==> src/rtl/video_pkg.sv <==
// Shared definitions for the LCD raster path.
//
// Holds the default 800x480 timing, the derived line/frame totals, the counter
// and coordinate widths, and the frame-reader request struct. The frame reader
// imports this package too, so both sides agree on the fetch interface.
package video_pkg;

    // Default panel timing (pixels / lines)
    localparam int HDISP  = 800;
    localparam int HFP    = 40;
    localparam int HPULSE = 48;
    localparam int HBP    = 40;
    localparam int VDISP  = 480;
    localparam int VFP    = 13;
    localparam int VPULSE = 3;
    localparam int VBP    = 29;

    // Total length of a phase sequence: active, front porch, sync, back porch
    function automatic int phase_total(input int active, input int fp,
                                       input int pulse, input int bp);
        return active + fp + pulse + bp;
    endfunction

    localparam int H_TOTAL = phase_total(HDISP, HFP, HPULSE, HBP);  // 928
    localparam int V_TOTAL = phase_total(VDISP, VFP, VPULSE, VBP);  // 525

    // Widths for the default timing
    localparam int H_CNT_W = $clog2(H_TOTAL);
    localparam int V_CNT_W = $clog2(V_TOTAL);
    localparam int X_W     = $clog2(HDISP);
    localparam int Y_W     = $clog2(VDISP);

    // Line fetch request towards the SDRAM frame reader.
    // req is a one-cycle strobe with no ready/back-pressure: line is valid only
    // while req is high, and the reader must take every strobe it sees.
    typedef struct packed {
        logic           req;
        logic [Y_W-1:0] line;
    } video_fetch_t;

endpackage

==> src/rtl/video_phase_cnt.sv <==
// Wrapping phase counter for one raster axis.
//
// Counts 0..TOTAL-1 where TOTAL = ACTIVE+FP+PULSE+BP, advancing on adv_i and
// wrapping to 0 after the last count. Decodes the current count into the
// active and sync phases (front/back porch are simply "neither").
//
// Ports:
//   clk_i     in   clock, rising edge
//   clr_i     in   synchronous clear to count 0 (wins over adv_i)
//   adv_i     in   advance by one count
//   cnt_o     out  current count
//   wrap_o    out  adv_i while at the last count (count returns to 0 next)
//   last_o    out  count is at TOTAL-1
//   active_o  out  count in [0, ACTIVE-1]
//   sync_o    out  count in [ACTIVE+FP, ACTIVE+FP+PULSE-1]
module video_phase_cnt
    import video_pkg::*;
#(
    parameter  int ACTIVE = 800,
    parameter  int FP     = 40,
    parameter  int PULSE  = 48,
    parameter  int BP     = 40,
    localparam int CNT_W  = $clog2(phase_total(ACTIVE, FP, PULSE, BP))
) (
    input  logic             clk_i,
    input  logic             clr_i,
    input  logic             adv_i,
    output logic [CNT_W-1:0] cnt_o,
    output logic             wrap_o,
    output logic             last_o,
    output logic             active_o,
    output logic             sync_o
);

    localparam int TOTAL = phase_total(ACTIVE, FP, PULSE, BP);

    // Phase boundaries, fixed at elaboration
    localparam logic [CNT_W-1:0] CNT_LAST   = CNT_W'(TOTAL - 1);
    localparam logic [CNT_W-1:0] ACT_END    = CNT_W'(ACTIVE);
    localparam logic [CNT_W-1:0] SYNC_START = CNT_W'(ACTIVE + FP);
    localparam logic [CNT_W-1:0] SYNC_END   = CNT_W'(ACTIVE + FP + PULSE);
    localparam logic [CNT_W-1:0] CNT_ONE    = CNT_W'(1);

    logic [CNT_W-1:0] cnt_q;
    logic [CNT_W-1:0] cnt_d;
    logic             at_last;

    assign at_last = (cnt_q == CNT_LAST);

    always_comb begin
        cnt_d = cnt_q;
        if (adv_i) begin
            cnt_d = at_last ? '0 : cnt_q + CNT_ONE;
        end
    end

    always_ff @(posedge clk_i) begin
        if (clr_i) begin
            cnt_q <= '0;
        end else begin
            cnt_q <= cnt_d;
        end
    end

    assign cnt_o    = cnt_q;
    assign wrap_o   = adv_i && at_last;
    assign last_o   = at_last;
    assign active_o = (cnt_q < ACT_END);
    assign sync_o   = (cnt_q >= SYNC_START) && (cnt_q < SYNC_END);

endmodule

==> src/rtl/video_timing_gen.sv <==
// Raster timing generator for the 800x480 LCD on the 32 MHz pixel clock.
//
// A horizontal phase counter runs every cycle; a vertical one advances on the
// horizontal wrap. All outputs are registered from the counter state, so each
// output shows the raster position of the previous cycle (1-cycle latency).
//
// Ports:
//   pixel_clk   in   pixel clock, rising edge
//   pixel_rst   in   synchronous active-high reset
//   video_en    in   run enable; low holds the raster at origin (acts as reset)
//   video_hs    out  HSYNC, active low
//   video_vs    out  VSYNC, active low
//   video_de    out  data enable, high on active pixels
//   video_x     out  active column, 0 outside the active area
//   video_y     out  active row, 0 outside the active area
//   video_sof   out  one-cycle pulse with pixel (0,0)
//   fetch_req   out  one-cycle strobe asking the frame reader for a line
//   fetch_line  out  line to fetch, valid with fetch_req
//
// fetch_req is a valid-only strobe (no ready): fetch_line is meaningful only
// in the cycle fetch_req is high, and the reader cannot stall it.
module video_timing_gen #(
    parameter  int HDISP  = video_pkg::HDISP,
    parameter  int HFP    = video_pkg::HFP,
    parameter  int HPULSE = video_pkg::HPULSE,
    parameter  int HBP    = video_pkg::HBP,
    parameter  int VDISP  = video_pkg::VDISP,
    parameter  int VFP    = video_pkg::VFP,
    parameter  int VPULSE = video_pkg::VPULSE,
    parameter  int VBP    = video_pkg::VBP,
    localparam int XW     = $clog2(HDISP),
    localparam int YW     = $clog2(VDISP),
    localparam int HCW    = $clog2(HDISP + HFP + HPULSE + HBP),
    localparam int VCW    = $clog2(VDISP + VFP + VPULSE + VBP)
) (
    input  logic          pixel_clk,
    input  logic          pixel_rst,
    input  logic          video_en,
    output logic          video_hs,
    output logic          video_vs,
    output logic          video_de,
    output logic [XW-1:0] video_x,
    output logic [YW-1:0] video_y,
    output logic          video_sof,
    output logic          fetch_req,
    output logic [YW-1:0] fetch_line
);

    import video_pkg::*;

    localparam int V_TOT = phase_total(VDISP, VFP, VPULSE, VBP);

    // Fetch is issued at the first front-porch pixel of a line, leaving the
    // whole blanking interval as lead time for the reader.
    localparam logic [HCW-1:0] H_FETCH     = HCW'(HDISP);
    localparam logic [VCW-1:0] V_FETCH_MAX = VCW'(VDISP - 2);
    localparam logic [YW-1:0]  LINE_ONE    = YW'(1);

    // Dropping video_en is treated exactly like reset
    logic clr;
    assign clr = pixel_rst || !video_en;

    logic [HCW-1:0] h_cnt;
    logic           h_wrap;
    logic           h_last_unused;
    logic           h_active;
    logic           h_sync;

    logic [VCW-1:0] v_cnt;
    logic           v_wrap_unused;
    logic           v_last;
    logic           v_active;
    logic           v_sync;

    video_phase_cnt #(
        .ACTIVE (HDISP),
        .FP     (HFP),
        .PULSE  (HPULSE),
        .BP     (HBP)
    ) u_h_cnt (
        .clk_i    (pixel_clk),
        .clr_i    (clr),
        .adv_i    (1'b1),
        .cnt_o    (h_cnt),
        .wrap_o   (h_wrap),
        .last_o   (h_last_unused),
        .active_o (h_active),
        .sync_o   (h_sync)
    );

    video_phase_cnt #(
        .ACTIVE (VDISP),
        .FP     (VFP),
        .PULSE  (VPULSE),
        .BP     (VBP)
    ) u_v_cnt (
        .clk_i    (pixel_clk),
        .clr_i    (clr),
        .adv_i    (h_wrap),
        .cnt_o    (v_cnt),
        .wrap_o   (v_wrap_unused),
        .last_o   (v_last),
        .active_o (v_active),
        .sync_o   (v_sync)
    );

    // Output register next-state
    logic          hs_d, vs_d, de_d, sof_d, fetch_req_d;
    logic [XW-1:0] x_d;
    logic [YW-1:0] y_d, fetch_line_d;

    logic          hs_q, vs_q, de_q, sof_q, fetch_req_q;
    logic [XW-1:0] x_q;
    logic [YW-1:0] y_q, fetch_line_q;

    always_comb begin
        hs_d         = !h_sync;
        vs_d         = !v_sync;
        de_d         = h_active && v_active;
        x_d          = de_d ? h_cnt[XW-1:0] : '0;
        y_d          = de_d ? v_cnt[YW-1:0] : '0;
        sof_d        = (h_cnt == '0) && (v_cnt == '0);
        fetch_req_d  = 1'b0;
        fetch_line_d = '0;
        if (h_cnt == H_FETCH) begin
            if (v_cnt <= V_FETCH_MAX) begin
                // v_cnt < VDISP-1 here, so its low YW bits hold the whole value
                fetch_req_d  = 1'b1;
                fetch_line_d = v_cnt[YW-1:0] + LINE_ONE;
            end else if (v_last) begin
                // Last blanking line prefetches line 0 of the next frame
                fetch_req_d  = 1'b1;
                fetch_line_d = '0;
            end
        end
    end

    always_ff @(posedge pixel_clk) begin
        if (clr) begin
            hs_q         <= 1'b1;
            vs_q         <= 1'b1;
            de_q         <= 1'b0;
            x_q          <= '0;
            y_q          <= '0;
            sof_q        <= 1'b0;
            fetch_req_q  <= 1'b0;
            fetch_line_q <= '0;
        end else begin
            hs_q         <= hs_d;
            vs_q         <= vs_d;
            de_q         <= de_d;
            x_q          <= x_d;
            y_q          <= y_d;
            sof_q        <= sof_d;
            fetch_req_q  <= fetch_req_d;
            fetch_line_q <= fetch_line_d;
        end
    end

    assign video_hs   = hs_q;
    assign video_vs   = vs_q;
    assign video_de   = de_q;
    assign video_x    = x_q;
    assign video_y    = y_q;
    assign video_sof  = sof_q;
    assign fetch_req  = fetch_req_q;
    assign fetch_line = fetch_line_q;

endmodule

==> config.mk <==
export PLATFORM = sky130hd
export DESIGN_NAME = video_timing_gen
export DESIGN_NICKNAME = d
export VERILOG_FILES = /design/src/rtl/video_pkg.sv /design/src/rtl/video_phase_cnt.sv /design/src/rtl/video_timing_gen.sv
export SDC_FILE = /design/constraint.sdc
export NUM_CORES = 1
export LEC_CHECK = 0
export BUFFER_PORTS_ARGS = -buffer_cell sky130_fd_sc_hd__buf_2
export CAP_MARGIN = 25
export CORE_UTILIZATION = 40
export CTS_BUF_LIST = sky130_fd_sc_hd__clkbuf_16
export CTS_CLUSTER_DIAMETER = 80
export DETAILED_ROUTE_END_ITERATION = 7
export GPL_TIMING_DRIVEN = 0
export PLACE_DENSITY = 0.61
export REMOVE_ABC_BUFFERS = 1
export SETUP_SLACK_MARGIN = 0.05
export SLEW_MARGIN = 10
export SYNTH_ARGS = -nofsm -noshare
export SYNTH_HDL_FRONTEND = slang
export SYNTH_SLANG_ARGS = --single-unit
==> constraint.sdc <==
create_clock -name pixel_clk -period 2 [get_ports pixel_clk]
set_input_delay 0.2 -clock pixel_clk [delete_from_list [all_inputs] [get_ports pixel_clk]]
set_output_delay 0.2 -clock pixel_clk [all_outputs]
set_load 0.01 [all_outputs]
== Word level (Yosys, flattened, before mapping) ==
Cells that the tools add are included.

* Bits in registers: 53
* Bits of input ports: 3
* Output and inout port bits: 33

* Add/sub/neg operators: 3
* $lt $le $gt $ge: 7
* Equality and inequality tests: 3
* Mux-type cells: 3
* Bitwise logic cells: 3
* Reductions and logical operators: 14

{| class="wikitable"
|+ Operators with widths
! operator !! count
|-
| equality test 10 bit, second input constant || 3
|-
| adder 10 x 1 -> 10 bit, second input constant || 2
|-
| zero test 10 bit || 2
|-
| less-than comparator 10 bit, second input constant || 2
|-
| less-than comparator 10 x 9 -> 1 bit, second input constant || 2
|-
| greater-or-equal comparator 10 bit, second input constant || 1
|-
| greater-or-equal comparator 10 x 9 -> 1 bit, second input constant || 1
|-
| <= comparator 10 x 9 -> 1 bit, second input constant || 1
|-
| 2-to-1 mux 10 bit || 1
|-
| adder 9 x 1 -> 9 bit, second input constant || 1
|-
| OR reduction 2 bit || 3
|-
| logical AND 1 bit || 4
|-
| zero test 1 bit || 3
|-
| inverter 1 bit || 3
|-
| OR reduction 3 bit || 1
|-
| 2-to-1 mux 1 bit || 2
|-
| logical OR 1 bit || 1
|}

== Logic depth before layout (Yosys ltp) ==
* Depth in word-level cells: 4
* Depth in mapped cells: 7
* Gate-level depth less buffers: 6

== Modules after synthesis ==
A second synthesis with hierarchy kept.

* Cell total of the unflattened synthesis: 242
* Area, all modules: 2,354.8 sq um

{| class="wikitable"
|+ By module, submodules not included
! module !! times used !! cells an instance !! area each (sq um) !! seq. area each (sq um)
|-
| video_timing_gen || 1 || 111 || 1,181.1 || 660.6
|-
| video_phase_cnt (u_v_cnt) || 1 || 72 || 641.9 || 200.2
|-
| video_phase_cnt (u_h_cnt) || 1 || 59 || 531.8 || 200.2
|}

== Worst setup path before layout ==
Ideal clock, no wire load.

* Path type: flip-flop to flip-flop
* From: reg u_h_cnt.cnt_q[0], in the netlist u_h_cnt.cnt_o[0]
* To: reg u_v_cnt.cnt_q[9], in the netlist u_v_cnt.cnt_o[9]
* Setup time: 0.074 ns
* Data arrival time: 1.452 ns
* Slack: 0.474 ns
* Cell stages (with the launch flop): 6
* Buffers on the path: 0
* Cell sequence: dfxtp_1 -> ha_1 -> and3_1 -> nand4_1 -> or4_1 -> a31oi_1

* Longest elaborated chain between the ends: 1

{| class="wikitable"
|+ Ends and longest elaborated chain
! element !! line !! RTL
|-
| start, declared || video_phase_cnt.sv:44 || <nowiki>logic [CNT_W-1:0] cnt_q;</nowiki>
|-
| start signal, assigned || video_phase_cnt.sv:61 || <nowiki>cnt_q <= cnt_d;</nowiki>
|-
| equality test 10 bit || video_phase_cnt.sv:48 || <nowiki>assign at_last = (cnt_q == CNT_LAST);</nowiki>
|-
| end signal, assigned || video_phase_cnt.sv:61 ||
|-
| end, declared || video_phase_cnt.sv:44 ||
|}

No other way between the ends.
A chain may end at the register's enable or synchronous reset.

== Worst setup path after layout ==
* From: reg u_v_cnt.cnt_q[1], in the netlist u_v_cnt.cnt_o[1]
* To: reg fetch_line_q[2], in the netlist fetch_line[2]

* Longest elaborated chain between the ends: 3
* Elaborated cells on any way between the ends: 4

{| class="wikitable"
|+ Ends and longest elaborated chain
! element !! line !! RTL
|-
| <= comparator 10 x 9 -> 1 bit || video_timing_gen.sv:126 || <nowiki>if (v_cnt <= V_FETCH_MAX) begin</nowiki>
|-
| inverter 1 bit (no line) || - ||
|-
| OR reduction 3 bit (no line) || - ||
|-
| end signal, assigned || video_timing_gen.sv:156 || <nowiki>fetch_line_q <= fetch_line_d;</nowiki>
|-
| end, declared || video_timing_gen.sv:114 || <nowiki>logic [YW-1:0] y_q, fetch_line_q;</nowiki>
|}

Several ways; a longest one is shown, not always the timed one.

==> results.toml <==
[yosys]
synth-seq-cells = 53
synth_ff_type = "dfxtp_1"
synth_most_common_cell = "dfxtp_1"
synthTopCellsByArea = "dfxtp_1 51%, and2_1 6.0%, ha_1 4.2%"
post-synth-top-area-cell = "dfxtp_1"
postSynthCellCount = 214
syn_avg_cell_area_um2 = 9.71
synth_top_area_frac = 0.511
ys_types = 41
seq_area_frac_synth = 0.511
synthTopCellsByCount = "53 x dfxtp_1, 21 x nor2_1, 20 x and2_1, 13 x nand3_1"
synth_async_sr_flop_share = 0
synth_edf_count = 0
synth_warnings = 0
syn_area_mm2 = 0.00208

[sta]
finalCritPeriodShare = 0.875
setup-tns-final_ps = 0
min_period_ps = 1750
holdWs_ps = 348
slew_viol_final = 0
final_hold_viol_count = 0
final-setup-viol-count = 0
fin_skew_ps = 5.82
slew-limit-headroom = 0.453
max_freq_mhz = 572
grt_setup_unrepaired = "false"
worst_pin_slew_ps = 819
fin_ws_ps = 251

[critical_path]
path_class = "register to register"
arrival_ps = 1950
path_max_fanout = 10
endpoint_kind = "register"
cp.required_ps = 2210
cp-start-kind = "register"

[pwr]
fin_total_pwr_mw = 2.04
p_leak_nw = 1.03
ir_drop_v = 0.000355
p_per_area_mw_per_mm2 = 828

[die]
die_w_um = 74.1
die_area_mm2 = 0.00549
ioPinCount = 36
core_area_mm2 = 0.00485
die_height_um = 74.1
start_util = 0.429
fp-row-count = 25

[final_layout]
fin_cells = 312
nNetsFinal = 255
diodes = 0
area_growth_pct = 18.3
layout-drive-gt1-share = 0.204
post-route-cell-area_mm2 = 0.00246
final_util = 0.507

[routing]
drt-pass1-iter-count = 4
vias_per_cell = 4.96
vias = 1547
drtAntennaViolNets = 0
drt-initial-drc-count = 101
routed_wl_mm = 3.99
detail_route.wl_per_cell_um = 12.8
drc = 0

[grt]
grt_pass1_wl_mm = 6.77
gr-usage-all-layers = 0.162
grt_overflow = 0
antenna_found_initial = 0
grt_start_max_net_pins = 21
grt_pass1_vias = 1372

[clock_network]
clk_pin_slew_ps = 70
cts_buffers = 5
ctsHoldBuffers = 0
tritoncts = "yes"
ctsHtreeMaxLevel = 2
clockRootBuffer = "clkbuf_16"
clk_path_buf_depth = 2
clkLatencyLatePin_ps = 290
cts.sinks = 53

[placed_design]
dpl_cell_area_mm2 = 0.00228
dp.final_hpwl_mm = 2.64
port_buffers = 35
place.gp.congestion = 0.806
place_inst = 303
dpl_worst_slack_ps = -140

[flow_run]
drv_cap = 0

[run_status]
status = "finished, final reports clean"

[worst_hold_path]
hold_path.class = "primary input to register"
critical path, cell delays in order (launching register included):
cell,delay (ps)
dfxtp_1,530
ha_1,230
inv_1,40
a41o_1,220
a211o_1,450
a21oi_1,200
report_power, final:
| group | leakage, nW | switching (mW) | internal (mW) |
|---|---|---|---|
| Combinational | 0.527 | 0.0223 | 0.00967 |
| Sequential | 0.428 | 0.00372 | 1.06 |
| Clock | 0.0797 | 0.359 | 0.581 |
| Total | 1.03 | 0.385 | 1.65 |
cell usage in the layout, fill, tap and decap left out, types with 5 or more instances in the layout:
cell type / synthesis / routed
xor2_1: 9 / 9
and2_1: 20 / 20
nand4_1: 5 / 5
dfxtp_1: 53 / 52
nand2_1: 9 / 9
clkbuf_16: 0 / 5
o211ai_1: 6 / 6
ha_1: 7 / 6
buf_2: 6 / 35
and3_1: 7 / 7
nor2_1: 21 / 21
inv_1: 6 / 6
nand3_1: 13 / 13
final timing paths:
check / slack [ps] / cells past startpoint / startpoint / to
setup / recovery: 250 / 5 / u_v_cnt.cnt_o[1] / fetch_line[2]
setup reg to reg: 250 / 5 / u_v_cnt.cnt_o[1] / fetch_line[2]
hold / removal: 350 / 3 / video_en / u_h_cnt.cnt_o[2]
hold reg to reg: 510 / 1 / u_h_cnt.cnt_o[0] / u_h_cnt.cnt_o[0]
cells by family after synthesis:
group,Yosys count,synth area share
AO/OA/AOI/OAI,23,0.0771
buffers and inverters,19,0.0385
AND/OR/NAND/NOR,99,0.277
XOR/XNOR,13,0.0548
adder cells (fa/ha/maj),7,0.0421
flip-flops,53,0.511
routing by layer:
metal | GRT usage | part of all wire | up-vias
met4 | 0.0726 | 0.017 | 0
met2 | 0.240 | 0.43 | 54
li1 | - | - | 795
met1 | 0.228 | 0.50 | 693
met3 | 0.0325 | 0.050 | 5
met5 | 0 | 0 | -
final cells by class:
type                            count  area (um^2)
Sequential cell                    53         1060
Clock buffer                        5          125
Timing Repair Buffer               37          190
Tap cell                           67         83.8
Clock inverter                      2         35.0
Inverter                            6         22.5
Fill cell                         468         2390
Multi-Input combinational cell    142          940
what timing repair did:
action / in CTS / in global routing
setup buffers: 2 / 0
pin swaps: 1 / 0
setup endpoints to repair: 9 / 3
endpoints found under the hold margin: 0 / 0
resized for setup: 0 / 2
state kept, by name (all words and copies together), names as in the netlist:
register       count
video_sof          1
video_y            9
fetch_line         9
video_de           1
fetch_req          1
u_v_cnt.cnt_o     10
video_vs           1
video_hs           1
u_h_cnt.cnt_o     10
video_x           10
(Power assumes the default switching activity.)
